### src/rtl/qam_pkg.sv
// qam_pkg: mode codes, constellation levels and symbol-width helper for the QAM mapper
package qam_pkg;
    localparam logic [1:0] MODE_BPSK  = 2'd0;
    localparam logic [1:0] MODE_QPSK  = 2'd1;
    localparam logic [1:0] MODE_16QAM = 2'd2;
    localparam int LVL_P1 = 1;
    localparam int LVL_N1 = -1;
    localparam int LVL_P3 = 3;
    localparam int LVL_N3 = -3;
    typedef enum logic {IDLE, EMIT} state_e;
    // Reserved mode 3 falls through to the QPSK width
    function automatic int unsigned bits_per_symbol(input logic [1:0] mode);
        return mode == MODE_BPSK ? 1 : mode == MODE_16QAM ? 4 : 2;
    endfunction
endpackage

### src/rtl/qam_symbol_lut.sv
// qam_symbol_lut: maps the four MSBs of the shift register to a Gray-coded {im, re} pair scaled by AMP
module qam_symbol_lut
    import qam_pkg::*;
#(
    parameter int COMP_W = 8,
    parameter int AMP    = 1
) (
    input  logic [1:0]          mode_i,
    input  logic [3:0]          bits_i,
    output logic [2*COMP_W-1:0] sym_o
);
    int re;
    int im;
    always_comb begin
        re = bits_i[3] ? LVL_P1 : LVL_N1;
        im = 0;
        if (mode_i == MODE_16QAM) begin
            re = bits_i[3] ? (bits_i[2] ? LVL_P1 : LVL_P3) : (bits_i[2] ? LVL_N1 : LVL_N3);
            im = bits_i[1] ? (bits_i[0] ? LVL_N1 : LVL_N3) : (bits_i[0] ? LVL_P1 : LVL_P3);
        end else if (mode_i != MODE_BPSK) begin
            im = bits_i[2] ? LVL_N1 : LVL_P1;
        end
        sym_o = {COMP_W'(im * AMP), COMP_W'(re * AMP)};
    end
endmodule

### src/rtl/qam_mapper.sv
// qam_mapper: serialises input words into Gray-coded BPSK/QPSK/16-QAM symbols with valid/ready on both sides
module qam_mapper
    import qam_pkg::*;
#(
    parameter int DIN_W  = 8,
    parameter int COMP_W = 8,
    parameter int AMP    = 1
) (
    input  logic                clk,
    input  logic                rst,
    input  logic [1:0]          mode,
    input  logic [DIN_W-1:0]    in_data,
    input  logic                in_valid,
    input  logic                in_last,
    output logic                in_ready,
    output logic [2*COMP_W-1:0] out_data,
    output logic                out_valid,
    output logic                out_last,
    input  logic                out_ready
);
    localparam int RW = $clog2(DIN_W + 1);
    state_e              state_q, state_d;
    logic [DIN_W-1:0]    sr_q, sr_d;
    logic [1:0]          mode_q, mode_d;
    logic                last_q, last_d;
    logic                out_last_q, out_last_d;
    logic [RW-1:0]       rem_q, rem_d;
    logic [2*COMP_W-1:0] data_q, data_d, sym;
    logic                in_acc, out_acc;
    assign out_valid = state_q == EMIT;
    assign out_data  = data_q;
    assign out_last  = out_last_q;
    assign in_ready  = !rst && (state_q == IDLE || (rem_q == RW'(1) && out_ready));
    assign in_acc    = in_valid && in_ready;
    assign out_acc   = out_valid && out_ready;
    // The LUT looks at next-state values so the output register always holds the symbol on display
    qam_symbol_lut #(.COMP_W(COMP_W), .AMP(AMP)) u_lut (
        .mode_i(mode_d),
        .bits_i(sr_d[DIN_W-1 -: 4]),
        .sym_o (sym)
    );
    always_comb begin
        state_d = state_q;
        sr_d    = sr_q;
        mode_d  = mode_q;
        last_d  = last_q;
        rem_d   = rem_q;
        if (out_acc) begin
            sr_d    = sr_q << bits_per_symbol(mode_q);
            rem_d   = rem_q - RW'(1);
            state_d = rem_q == RW'(1) ? IDLE : EMIT;
        end
        if (in_acc) begin
            sr_d    = in_data;
            mode_d  = mode;
            last_d  = in_last;
            rem_d   = RW'(DIN_W / bits_per_symbol(mode));
            state_d = EMIT;
        end
        data_d     = !(in_acc || out_acc) ? data_q : state_d == EMIT ? sym : '0;
        out_last_d = state_d == EMIT && last_d && rem_d == RW'(1);
    end
    always_ff @(posedge clk) begin
        if (rst) begin
            state_q    <= IDLE;
            sr_q       <= '0;
            mode_q     <= MODE_BPSK;
            last_q     <= 1'b0;
            rem_q      <= '0;
            data_q     <= '0;
            out_last_q <= 1'b0;
        end else begin
            state_q    <= state_d;
            sr_q       <= sr_d;
            mode_q     <= mode_d;
            last_q     <= last_d;
            rem_q      <= rem_d;
            data_q     <= data_d;
            out_last_q <= out_last_d;
        end
    end
endmodule

### config.mk
export PLATFORM = sky130hd
export DESIGN_NAME = qam_mapper
export DESIGN_NICKNAME = d
export VERILOG_FILES = /design/src/rtl/qam_pkg.sv /design/src/rtl/qam_symbol_lut.sv /design/src/rtl/qam_mapper.sv
export SDC_FILE = /design/constraint.sdc
export NUM_CORES = 1
export LEC_CHECK = 0
export BUFFER_PORTS_ARGS = -buffer_cell sky130_fd_sc_hd__buf_4
export CORE_ASPECT_RATIO = 1.2
export CORE_MARGIN = 4
export CORE_UTILIZATION = 45
export CTS_CLUSTER_SIZE = 10
export DETAILED_ROUTE_END_ITERATION = 10
export PLACE_DENSITY = 0.69
export SYNTH_ARGS = -nofsm -noshare
export SYNTH_HDL_FRONTEND = slang
export SYNTH_SLANG_ARGS = --single-unit
export TNS_END_PERCENT = 20
### constraint.sdc
create_clock -name clk -period 2.6 [get_ports clk]
set_input_delay 0.13 -clock clk [delete_from_list [all_inputs] [get_ports clk]]
set_output_delay 0.13 -clock clk [all_outputs]
set_load 0.01 [all_outputs]
==> out/qor.yml <==
yosys:
  synthCells: 178
  synthesis.nets: 197
  synth_edf_count: 0
  ys_types: 46
  ys_seq_elements: 23
  ys.flop_type: "dfxtp_1"
  netlist_area_sq_um: 1450
  ys_warn_count: 0
  ys_async_sr_fraction_pct: 0
  syn_area_per_cell_sq_um: 8.14
  ys_seq_area_share_pct: 31.8
critical_path:
  r2r_cells: 8
  end_kind: "register"
  cpMaxStageDelayCell: "dfxtp_1"
  arrival_ns: 2.28
  r2r-end: "out_last"
  max_stage_delay_ns: 0.39
  regToRegSetupSlack_ns: 0.57
  crit_fanout: 16
  crit_chain: "inv_1 > ha_1 > nand4bb_4 > a21o_1 > buf_4 > nor3_1 > a211oi_2 > nor4b_2"
  timing.rr.start: "rem_q[1]"
  critPathLaunchType: "register"
  worstSetupPathType: "register to register"
  required_ns: 2.85
clocking:
  clock_latency_ns: 0.32
  h-tree-depth: 1
  cts_root_buf: "clkbuf_4"
  numCtsBuffers: 3
  cts_tree: "yes"
  postCtsSetupBuffers: 0
  cts.clk_slew.worst_paths_ns: 0.14
  cts.sinks: 23
  clockBufferDepth: 2
  cts_resized: 0
  hold_buffers: 0
pwr:
  powerDensity_nw_per_um2: 477
  ir_drop_mv: 0.274
  p_sw_uw: 253
  intPower_uw: 538
  p_leak_nw: 0.662
  switching_share_pct: 32.0
  p_seq_share_pct: 51.8
  clkPwrFrac_pct: 22.0
  combPwrFrac_pct: 26.2
place:
  routabilityCongestion: 0.872
  placed_area_sq_um: 1630
  place.port_buffers: 33
  placed_cells: 230
  dpl.hpwl_mm: 2.69
hold_path:
  hp-class: "input port to register"
  min_path_cells: 3
  hold_end: "out_valid"
  worstHoldStart: "in_valid"
drt:
  drtIter0Drc: 58
  drc: 0
  vias: 1320
  drt.antenna.violating_nets: 0
  drt-vias-per-instance: 5.64
  firstDrtPassIters: 5
  wl_per_cell_microns: 15.0
  drt-total-wl_mm: 3.50
timing:
  max_slew_margin_pct: 67.1
  fmax_mhz: 492
  hold_violations: 0
  finalCritPeriodShare_pct: 78.1
  setup-violations-final: 0
  rsz0062_at_grt: "no"
  holdWs_ns: 0.0372
  skew_ns: 0.00736
  finalMaxSlewViolations: 0
  fin_crit_ns: 2.03
  fin_setup_tns_ns: 0
  max_slew.worst_pin.slew_ns: 0.493
finish:
  nets: 218
  instances_no_fill: 234
  num_antenna_cells: 0
  layout-drive-gt1-share_pct: 26.3
  syn2layout_area_growth_pct: 14.3
  final_area_sq_um: 1660
  fillCellCount: 294
die:
  ioPinCount: 34
  core_sq_um: 3080
  rows: 22
  die_y_microns: 70.2
  start_util_pct: 47.0
  die_x_microns: 59.8
  die_area_sq_um: 4200
grt:
  grt_max_degree: 22
  grt_overflow: 0
  grt_usage_pct: 17.6
  antenna_found_initial: 0
  grt_pass1_vias: 1336
  grt_pass1_wl_mm: 5.84
job:
  maxCapViolations: 0
run_status:
  outcome: "finished clean"
area by class of cell:
cell class | instances | area [sq um] | share of cell area [%]
clock buffers | 3 | 22.5 | 1.36
clock inverters | 1 | 5.00 | 0.302
inverters | 9 | 33.8 | 2.04
multi-input cells | 126 | 820 | 49.5
flip-flops and latches | 23 | 460 | 27.8
well taps | 36 | 45.0 | 2.72
repair buffers | 36 | 270 | 16.3
synth_stat cells (2+ instances only):
| library cell | instances | share of area (%) |
|---|---|---|
| dfxtp_1 | 23 | 32 |
| nand2_1 | 22 | 5.7 |
| a21oi_1 | 16 | 5.5 |
| nor2_1 | 14 | 3.6 |
| buf_4 | 11 | 5.7 |
| inv_1 | 9 | 2.3 |
| nand3_1 | 9 | 3.1 |
| o211ai_1 | 5 | 2.6 |
| a211oi_1 | 4 | 2.1 |
| ha_1 | 4 | 3.5 |
| nand2b_1 | 4 | 1.7 |
| and2_1 | 3 | 1.3 |
| buf_2 | 3 | 1.0 |
| clkbuf_1 | 3 | 0.78 |
| mux2_2 | 3 | 2.3 |
| nor2b_1 | 3 | 1.3 |
| o21ai_0 | 3 | 1.0 |
| xor2_1 | 3 | 1.8 |
| a221oi_1 | 2 | 1.2 |
| a311oi_1 | 2 | 1.2 |
| a31oi_1 | 2 | 0.86 |
| buf_6 | 2 | 1.6 |
| mux2i_1 | 2 | 1.4 |
| nor4_1 | 2 | 0.86 |
| o311ai_0 | 2 | 1.2 |
| xnor2_1 | 2 | 1.2 |
sequential cells by signal, indices dropped and copies added, names as in the netlist:
name       flops
out_data       6
rem_q          4
out_last       1
sr_q           8
last_q         1
out_valid      1
mode_q         2
through the flow:
step	setup slack [ns]	power, mW	util [%]
floorplan	0.900	0.558	-
global placement	0.733	0.618	52.8
detailed placement	0.614	0.624	52.8
CTS	0.584	0.798	53.7
global route	0.394	0.842	53.7
finish	0.568	0.791	53.7
power groups by stage:
stage | Clock, mW | Sequential [mW] | Combinational, mW
5_1_grt | 0.200 | 0.414 | 0.228
4_1_cts | 0.181 | 0.409 | 0.207
3_3_place_gp | 0 | 0.416 | 0.202
6_report | 0.174 | 0.410 | 0.207
2_1_floorplan | 0 | 0.408 | 0.150
3_5_place_dp | 0 | 0.417 | 0.207
worst max path at each step:
stage | from | endpoint | slack, ns | depth (start not counted)
2_1_floorplan | rem_q[0] | out_data[1] | 0.90 | 7
3_3_place_gp | rem_q[1] | out_last | 0.73 | 8
3_5_place_dp | rem_q[1] | out_last | 0.61 | 8
4_1_cts | rem_q[1] | out_last | 0.58 | 8
5_1_grt | rem_q[1] | out_last | 0.39 | 8
6_report | rem_q[1] | out_last | 0.57 | 8
per-layer routing:
metal	part of all wire, %	global-route usage (%)	up-vias	wire length [microns]
met1	43	21.3	612	1490
li1	-	-	656	-
met2	50	29.6	44	1750
met4	1.5	7.88	0	53
met5	0	0	-	0
met3	5.8	2.59	8	202
placed cells by master (no fill, tap or decap), types with 2 or more instances in the layout:
cell and count:
a211oi_1 4, a21oi_1 16, a221oi_1 2, a311oi_1 2, a31oi_1 2, and2_1 3, buf_4 36, clkbuf_4 3
dfxtp_1 23, ha_1 4, inv_1 9, mux2_2 3, mux2i_1 2, nand2_1 22, nand2b_1 4, nand3_1 9
nor2_1 14, nor2b_1 3, nor4_1 2, o211ai_1 5, o21ai_0 3, o311ai_0 2, xnor2_1 2, xor2_1 3
cell families (layout without fill, tap and decap cells):
| logic type | Yosys count | in the layout | share of synthesized area, % |
|---|---|---|---|
| simple gates | 66 | 66 | 24.3 |
| flops | 23 | 23 | 31.8 |
| buf+inv | 29 | 49 | 11.7 |
| xor+xnor | 5 | 5 | 3.02 |
| mux | 5 | 5 | 3.71 |
| compound gates | 46 | 46 | 22.1 |
| fa+ha+maj | 4 | 4 | 3.45 |
critical path: cells and delay by family (launching register included):
| kind | cells | cell delay, ns |
|---|---|---|
| AOI/OAI and AO/OA | 2 | 0.56 |
| and+or+nand+nor | 3 | 0.42 |
| DFF | 1 | 0.39 |
| buffers and inverters | 2 | 0.35 |
| adders and majority gates | 1 | 0.22 |
Note: power is estimated with default switching activity, not from simulation.
